===== config.mk =====
export PLATFORM = sky130hd
export DESIGN_NAME = cache_ctrl_fsm_flat
export DESIGN_NICKNAME = d
export VERILOG_FILES = /design/src/rtl/cache_ctrl_if.sv /design/src/rtl/cache_ctrl_fsm.sv /design/src/flat_wrapper.sv
export SDC_FILE = /design/constraint.sdc
export NUM_CORES = 1
export LEC_CHECK = 0
export CAP_MARGIN = 40
export CORE_MARGIN = 8
export CORE_UTILIZATION = 25
export CTS_CLUSTER_SIZE = 28
export DETAILED_ROUTE_END_ITERATION = 10
export HOLD_SLACK_MARGIN = 0.08
export SYNTH_ARGS = -nofsm -noshare
export SYNTH_HDL_FRONTEND = slang
export SYNTH_SLANG_ARGS = --single-unit

===== constraint.sdc =====
create_clock -name clk -period 2 [get_ports clk]
set_clock_uncertainty 0.1 [all_clocks]
set_input_delay 0.2 -clock clk [delete_from_list [all_inputs] [get_ports clk]]
set_output_delay 0.2 -clock clk [all_outputs]
set_load 0.03 [all_outputs]

===== src/rtl/cache_ctrl_if.sv =====
// cache_ctrl_if: CPU/datapath/main-memory handshake bundle for cache_ctrl_fsm
//   master: drives mem_read, mem_write, hit, ready; observes controller strobes
//   slave : the controller; drives stall, main_read, main_write, refill, update,
//           rd_valid, word_idx, err
interface cache_ctrl_if #(parameter int IDX_W = 2) ();
  logic mem_read, mem_write, hit, ready;
  logic stall, main_read, main_write, refill, update, rd_valid, err;
  logic [IDX_W-1:0] word_idx;
  modport master (
    output mem_read, mem_write, hit, ready,
    input  stall, main_read, main_write, refill, update, rd_valid, word_idx, err
  );
  modport slave (
    input  mem_read, mem_write, hit, ready,
    output stall, main_read, main_write, refill, update, rd_valid, word_idx, err
  );
endinterface


===== src/rtl/cache_ctrl_fsm.sv =====
// cache_ctrl_fsm: direct-mapped cache controller with line refill, write-miss policy and timeout
//   clk   : rising-edge clock
//   reset : asynchronous active-low reset
//   bus   : cache_ctrl_if.slave (CPU requests, hit/ready in; stall and datapath/memory strobes out)
module cache_ctrl_fsm #(
  parameter int WORDS_PER_LINE = 4,
  parameter int IDX_W          = $clog2(WORDS_PER_LINE),
  parameter int WRITE_ALLOCATE = 0,
  parameter int TIMEOUT        = 64,
  parameter int TO_W           = 8
) (
  input logic         clk,
  input logic         reset,
  cache_ctrl_if.slave bus
);
  typedef enum logic [2:0] {IDLE, RD_LOOKUP, RD_FILL, WR_LOOKUP, WR_FILL, WR_MEM} state_t;
  state_t           state;
  logic [IDX_W-1:0] idx;
  logic [TO_W-1:0]  tcnt;
  logic             err_q;
  logic             fill, last, to_hit;
  assign fill   = (state == RD_FILL) || (state == WR_FILL);
  assign last   = idx == IDX_W'(WORDS_PER_LINE - 1);
  // tcnt counts the waiting cycles already spent, so the TIMEOUT-th wait ends the transfer
  assign to_hit = (TIMEOUT != 0) && (tcnt == TO_W'(TIMEOUT - 1));
  assign bus.stall      = ((state == RD_LOOKUP) && !bus.hit) || fill ||
                          (state == WR_LOOKUP) || (state == WR_MEM);
  assign bus.rd_valid   = (state == RD_LOOKUP) && bus.hit;
  assign bus.main_read  = fill;
  assign bus.refill     = fill && bus.ready;
  assign bus.update     = (state == WR_LOOKUP) && bus.hit;
  assign bus.main_write = state == WR_MEM;
  assign bus.word_idx   = idx;
  assign bus.err        = err_q;
  // tcnt defaults to zero, which clears it on every state change and every ready
  always_ff @(posedge clk or negedge reset)
    if (!reset) begin
      state <= IDLE;
      idx   <= '0;
      tcnt  <= '0;
      err_q <= 1'b0;
    end else begin
      err_q <= 1'b0;
      tcnt  <= '0;
      case (state)
        IDLE:
          if (bus.mem_read && bus.mem_write) err_q <= 1'b1;
          else if (bus.mem_read) state <= RD_LOOKUP;
          else if (bus.mem_write) state <= WR_LOOKUP;
        RD_LOOKUP:
          if (bus.hit) state <= IDLE;
          else begin
            idx   <= '0;
            state <= RD_FILL;
          end
        WR_LOOKUP:
          if (bus.hit || WRITE_ALLOCATE == 0) state <= WR_MEM;
          else begin
            idx   <= '0;
            state <= WR_FILL;
          end
        RD_FILL, WR_FILL:
          if (bus.ready) begin
            if (last) begin
              idx   <= '0;
              state <= (state == RD_FILL) ? RD_LOOKUP : WR_LOOKUP;
            end else idx <= idx + 1'b1;
          end else if (to_hit) begin
            idx   <= '0;
            err_q <= 1'b1;
            state <= IDLE;
          end else tcnt <= tcnt + 1'b1;
        WR_MEM:
          if (bus.ready) state <= IDLE;
          else if (to_hit) begin
            err_q <= 1'b1;
            state <= IDLE;
          end else tcnt <= tcnt + 1'b1;
        default: state <= IDLE;
      endcase
    end
endmodule

===== src/flat_wrapper.sv =====
// flat-port wrapper written by rule: the top's interface ports become plain ports
module cache_ctrl_fsm_flat 
#(
  parameter int WORDS_PER_LINE = 4,
  parameter int IDX_W          = $clog2(WORDS_PER_LINE),
  parameter int WRITE_ALLOCATE = 0,
  parameter int TIMEOUT        = 64,
  parameter int TO_W           = 8
)
  (clk, reset, bus_mem_read, bus_mem_write, bus_hit, bus_ready, bus_stall, bus_main_read, bus_main_write, bus_refill, bus_update, bus_rd_valid, bus_word_idx, bus_err);
  cache_ctrl_if #(.IDX_W(IDX_W)) bus_i ();
  input logic clk;
  input logic reset;
  input wire logic [$bits(bus_i.mem_read)-1:0] bus_mem_read;
  input wire logic [$bits(bus_i.mem_write)-1:0] bus_mem_write;
  input wire logic [$bits(bus_i.hit)-1:0] bus_hit;
  input wire logic [$bits(bus_i.ready)-1:0] bus_ready;
  output wire logic [$bits(bus_i.stall)-1:0] bus_stall;
  output wire logic [$bits(bus_i.main_read)-1:0] bus_main_read;
  output wire logic [$bits(bus_i.main_write)-1:0] bus_main_write;
  output wire logic [$bits(bus_i.refill)-1:0] bus_refill;
  output wire logic [$bits(bus_i.update)-1:0] bus_update;
  output wire logic [$bits(bus_i.rd_valid)-1:0] bus_rd_valid;
  output wire logic [$bits(bus_i.word_idx)-1:0] bus_word_idx;
  output wire logic [$bits(bus_i.err)-1:0] bus_err;
  assign bus_i.mem_read = bus_mem_read;
  assign bus_i.mem_write = bus_mem_write;
  assign bus_i.hit = bus_hit;
  assign bus_i.ready = bus_ready;
  assign bus_stall = bus_i.stall;
  assign bus_main_read = bus_i.main_read;
  assign bus_main_write = bus_i.main_write;
  assign bus_refill = bus_i.refill;
  assign bus_update = bus_i.update;
  assign bus_rd_valid = bus_i.rd_valid;
  assign bus_word_idx = bus_i.word_idx;
  assign bus_err = bus_i.err;
  cache_ctrl_fsm #(.WORDS_PER_LINE(WORDS_PER_LINE), .IDX_W(IDX_W), .WRITE_ALLOCATE(WRITE_ALLOCATE), .TIMEOUT(TIMEOUT), .TO_W(TO_W)) u_core (.clk(clk), .reset(reset), .bus(bus_i));
endmodule

==> metrics.yaml, run 1 <==
status: "finished, final reports clean"
period_share: 0.9506
grt_pass1_wl_mm: 3.629
seq_power_share: 0.310
synth_top_family_by_area: "simple AND/OR/NAND/NOR gates"
yosys-top-cells-area: "dfrtp_1, nand2_1, o211ai_1"
layout_common_cells: "dfrtp_1, nand2_1, clkdlybuf4s50_1"
cts_buffers: 3
first_global_vias: 805
async_reset_ff_frac: 1.000
yosysWarnings: 0
cts_buffer_depth: 2
drv_cap: 0
place_congestion: 0.8048
netlist_area_sq_um: 909.6
ys_ff_latch: 14
synth_compound_area_frac: 0.2036
syn_to_final_growth_pct: 24.90
clock-sinks: 14
synth_nets: 100
r2r_setup_slack_ns: 0.30
drtIter0Drc: 22
row_count: 22
cts_hold_buffers: 0
dr.pass1.iters: 4
max-vdd-ir-drop_mv: 0.6992
cp.arrival_ns: 1.60
overflow: 0
power_switching_mw: 0.6663
yosys.area.top_type: "dfrtp_1"
cts_tree: "yes"
r2r-start: "u_core.state[0]$_DFFE_PN0P_"
cp-end-kind: "output port"
grt_usage: 0.07480
sw_frac_of_total: 0.4392
synthSimpleGateAreaFrac: 0.2875
synth_edf_count: 0
finalSetupViolCount: 0
clk_pin_slew_worst_paths_ns: 0.09
power.density_nw_per_um2: 1335
vias: 749
cp_max_fo: 10
via_per_inst: 4.771
grt_max_degree: 15
fin_crit_ns: 1.901
whs_ns: 0.2121
syn_inst: 92
synthXorXnorAreaFrac: 0.04814
slew_violations: 0
die-area_sq_um: 5825
nFillCells: 384
die_h_um: 76.32
drcViolationCount: 0
r2r-end: "u_core.tcnt[5]$_DFF_PN0_"
hp-class: "in2async"
coreArea_sq_um: 3578
leakagePower_nw: 0.4439
clk_latency_ns: 0.28
hold_viol: 0
worst-setup-path-type: "reg2out"
critPathLaunchType: "register"
combPwrFrac: 0.557
ys_types: 38
wl_per_cell_um: 13.00
antenna_found_initial: 0
synth.top_cell.area_share: 0.3851
place_hpwl_mm: 1.530
diodes: 0
power.internal_mw: 0.8508
synth.avg_cell_area_sq_um: 9.887
slew_headroom: 0.5631
ys_seq_area_frac: 0.3851
final_common_cell: "dfrtp_1"
port_buffers: 14
initial_utilization: 0.2542
rsz0062_at_grt: "no"
drive_gt1_frac: 0.2018
synth-adder-area-share: 0.02751
die_w_um: 76.32
htree_levels: 1
cts-root-buf: "clkbuf_4"
reg2reg_depth: 4
max_freq_mhz: 526.0
cp.required_ns: 1.70
tns_ns: 0
ant_nets: 0
worst_slew_pin_slew_ns: 0.6533
pin_count: 15
synth_mux_area_frac: 0.01238
yosys_most_used_dff: "dfrtp_1"
wl_mm: 2.041
clockPowerShare: 0.133
layout.nets: 118
[critical path, cell delays in order (launching register included)]
cell	delay, ns
dfrtp_2	0.48
or4b_4	0.60
nand2_1	0.09
buf_4	0.15
[through the flow]
stage | worst slack [ns] | util | instances | cell area, sq um | power [mW]
final | 0.09872 | 0.3175 | 157 | 1136 | 1.517
after global routing | 0.03307 | 0.3175 | 157 | 1136 | 1.650
after CTS | 0.07868 | 0.3175 | 157 | 1136 | 1.540
after detailed placement | 0.05382 | 0.3080 | 153 | 1102 | 1.345
after global placement | 0.08518 | 0.3080 | 153 | 1102 | 1.329
after floorplan | 0.2494 | - | 92 | 909.6 | 1.053
[kinds of logic (layout without fill, tap and decap cells)]
family,Yosys count,count (layout)
and+or+nand+nor,41,41
xor gates and xnor gates,5,5
AOI/OAI and AO/OA,23,23
adders and majority gates,2,2
buffers and inverters,6,23
DFF,14,14
muxes,1,1
[cell usage after synthesis, types with 3 or more instances]
cell type  count
xor2_1         3
or3_1          5
o21ai_0        5
nor2_1         4
nand2b_1       3
a21oi_1        4
nand3_1        3
nand2_1       10
dfrtp_1       14
o211ai_1       5
nor3_1         3
[timing repair]
item,in CTS,in global routing
endpoints found under the setup margin,4,0
setup buffers,0,0
gates resized for setup,6,0
[state kept, by name, summed over array words and instances (netlist names)]
register	flops
u_core.bus.err	1
u_core.bus.word_idx	2
u_core.state	3
u_core.tcnt	8
[how the worst max path moves through the flow]
| stage | from | endpoint | slack [ns] |
|---|---|---|---|
| finish | u_core.state[2]$_DFFE_PN0P_ | bus_stall | 0.1 |
| global route | u_core.state[2]$_DFFE_PN0P_ | bus_stall | 0.03 |
| CTS | u_core.state[2]$_DFFE_PN0P_ | bus_stall | 0.08 |
| detailed placement | bus_hit | bus_rd_valid | 0.05 |
| global placement | bus_hit | bus_rd_valid | 0.09 |
| floorplan | u_core.state[0]$_DFFE_PN0P_ | bus_rd_valid | 0.25 |
[final cells by class]
cell class / count / area [sq um] / area share
Clock buffer: 4 / 36.28 / 0.03194
Inverter: 2 / 7.507 / 0.006608
Multi-Input combinational cell: 72 / 526.8 / 0.4637
Sequential cell: 14 / 352.8 / 0.3106
Tap cell: 48 / 60.06 / 0.05286
Timing Repair Buffer: 17 / 152.6 / 0.1344
[power groups by stage]
stage          Sequential [mW]  Clock [mW]  Combinational (mW)
2_1_floorplan            0.453           0               0.600
5_1_grt                  0.489       0.225               0.936
6_report                 0.470       0.202               0.845
3_3_place_gp             0.465           0               0.864
4_1_cts                  0.472       0.212               0.857
3_5_place_dp             0.472           0               0.873
[per-layer routing]
layer / share of wire / track usage / routed length [um]
met1: 0.43 / 0.08299 / 887
met4: 0.019 / 0.03462 / 38
met5: 0 / 0 / 0
met2: 0.48 / 0.1225 / 985
met3: 0.064 / 0.02948 / 130
No activity file was read; power rests on OpenSTA's default activity.
==> run 2, diff against run 1 <==
Settings changed: CORE_ASPECT_RATIO set to 1.1, REMOVE_ABC_BUFFERS set to 1.
==> metrics.yaml, run 2 (synthesized netlist as in run 1, its figures left out) <==
slew_violations: 0  # unchanged
grt_use_met2: 0.1118  # -0.01074
final_common_cell: "dfrtp_1"
met3_usage: 0.02645  # -0.003033
htree_levels: 1  # unchanged
cts_buffer_depth: 2  # unchanged
wl_per_cell_um: 12.26  # -5.7%
grt_busiest_layer: "met2"
first_global_vias: 783  # -2.7%
critPathLaunchType: "register"
drive_gt1_frac: 0.1927  # -0.009174
grt_usage: 0.07435  # -0.0004479
cp_top_family: "simple AND/OR/NAND/NOR gates"
finalSetupViolCount: 0  # unchanged
cp-end-kind: "output port"
coreArea_sq_um: 3568  # -0.28%
cp.required_ns: 1.70  # about the same
period_share: 0.9490  # -0.001685
clk_latency_ns: 0.25  # -0.03 ns
vias: 756  # +0.93%
die-area_sq_um: 5827  # about the same
wl_mm: 1.949  # -4.5%
use_met1: 0.08910  # +0.006114
diodes: 0  # unchanged
path_buf_inv: 1  # unchanged
worst_slew_pin_slew_ns: 0.6420  # -0.01124 ns
leakagePower_nw: 0.4653  # +4.8%
ant_nets: 0  # unchanged
cts-root-buf: "clkbuf_8"
clk_pin_slew_worst_paths_ns: 0.06  # -0.03 ns
place_congestion: 0.8001  # -0.58%
dr.pass1.iters: 4  # unchanged
hp-class: "in2async"
grt_pass1_wl_mm: 3.456  # -4.8%
die_h_um: 79.27  # +3.9%
drtIter0Drc: 42  # +91%
slew_headroom: 0.5706  # +0.007515
worst-setup-path-type: "reg2out"
row_count: 23  # +4.5%
port_buffers: 14  # unchanged
initial_utilization: 0.2549  # +0.0007131
power.density_nw_per_um2: 1362  # +2.0%
p_total_mw: 1.580  # +4.1%
overflow: 0  # unchanged
crit_chain: "or4b_4 > nand2_1 > buf_4"
rsz0062_at_grt: "no"
fin_crit_ns: 1.898  # -0.003370 ns
drcViolationCount: 0  # unchanged
cts_buffers: 3  # unchanged
max_freq_mhz: 526.9  # +0.18%
status: "finished, final reports clean"
nFillCells: 383  # -0.26%
tns_ns: 0  # unchanged
largest-register: "u_core.tcnt"
hold_viol: 0  # unchanged
cp.arrival_ns: 1.60  # about the same
slowest_delay_ns: 0.60  # about the same
place_hpwl_mm: 1.473  # -3.7%
pin_count: 15  # unchanged
crit_path_top_delay_cell: "or4b_4"
layout.nets: 118  # unchanged
clock-sinks: 14  # unchanged
cp_max_fo: 12  # +2
die_w_um: 73.51  # -3.7%
largest_register_ffs: 8  # unchanged
layout_common_cells: "dfrtp_1, nand2_1, clkdlybuf4s50_1"
cts_tree: "yes"
max-vdd-ir-drop_mv: 0.9877  # +41%
grt_max_degree: 15  # unchanged
via_per_inst: 4.755  # -0.34%
antenna_found_initial: 0  # unchanged
drv_cap: 0  # unchanged
syn_to_final_growth_pct: 27.51
cts_hold_buffers: 0  # unchanged
==> run 2: cell count changes in the layout (fill, tap and decap cells not counted), sizes merged <==
cell and delta:
dlygate4sd2 -1, dlymetal6s2s +1
==> run 2: timing repair <==
action,4_1_cts,5_1_grt
gates cloned,0,0
setup endpoints to repair,4,1
buffers inserted,0,0
gates resized for setup,4,1
==> run 2: cell type report <==
type,instances,area [sq um],share of cell area
Inverter,2,7.507,0.006473
Tap cell,50,62.56,0.05394
Timing Repair Buffer,17,156.4,0.1348
Sequential cell,14,351.6,0.3031
Clock buffer,4,55.05,0.04747
Multi-Input combinational cell,72,526.8,0.4542
==> run 2: worst paths after layout <==
check | start | to | slack, ns | depth (start not counted)
min | reset | u_core.bus.word_idx[1]$_DFFE_PN0P_ | 0.25 | 1
min reg2reg | u_core.tcnt[0]$_DFF_PN0_ | u_core.tcnt[0]$_DFF_PN0_ | 0.42 | 1
max in group asynchronous | reset | u_core.state[2]$_DFFE_PN0P_ | 1.10 | 1
max reg2reg | u_core.tcnt[0]$_DFF_PN0_ | u_core.bus.word_idx[1]$_DFFE_PN0P_ | 0.31 | 4
min in group clk | u_core.tcnt[0]$_DFF_PN0_ | u_core.tcnt[0]$_DFF_PN0_ | 0.42 | 1
max | u_core.state[1]$_DFFE_PN0P_ | bus_stall | 0.10 | 3
==> run 2: worst reg2reg max path: cells and delay by family (launching register included) <==
kind	cells	cell delay, ns
AOI/OAI and AO/OA	2	0.66
adders and majority gates	1	0.23
DFF	1	0.41
and+or+nand+nor	1	0.15
==> run 2: report_power, final <==
part,leakage (nW),internal [mW],switching [mW]
logic,0.252,0.378,0.457
registers,0.184,0.351,0.114
clock network,0.0288,0.174,0.105
==> run 2: through the flow <==
step / util / std cells / hold WS [ns] / area [sq um] / setup slack (ns)
finish: 0.3250 / 159 / 0.2506 / 1160 / 0.1021
global route: 0.3250 / 159 / 0.3111 / 1160 / 0.04575
CTS: 0.3243 / 159 / 0.2708 / 1157 / 0.01912
detailed placement: 0.3096 / 155 / 0.4159 / 1105 / 0.09365
global placement: 0.3096 / 155 / 0.4200 / 1105 / 0.1028
floorplan: - / 88 / -0.1956 / 884.6 / 0.3153
==> run 2: layer usage <==
layer  vias up  wire length [um]
met5         -                 0
met4         0                23
met3         2               101
met2        16               928
met1       365               895
li1        373                 -
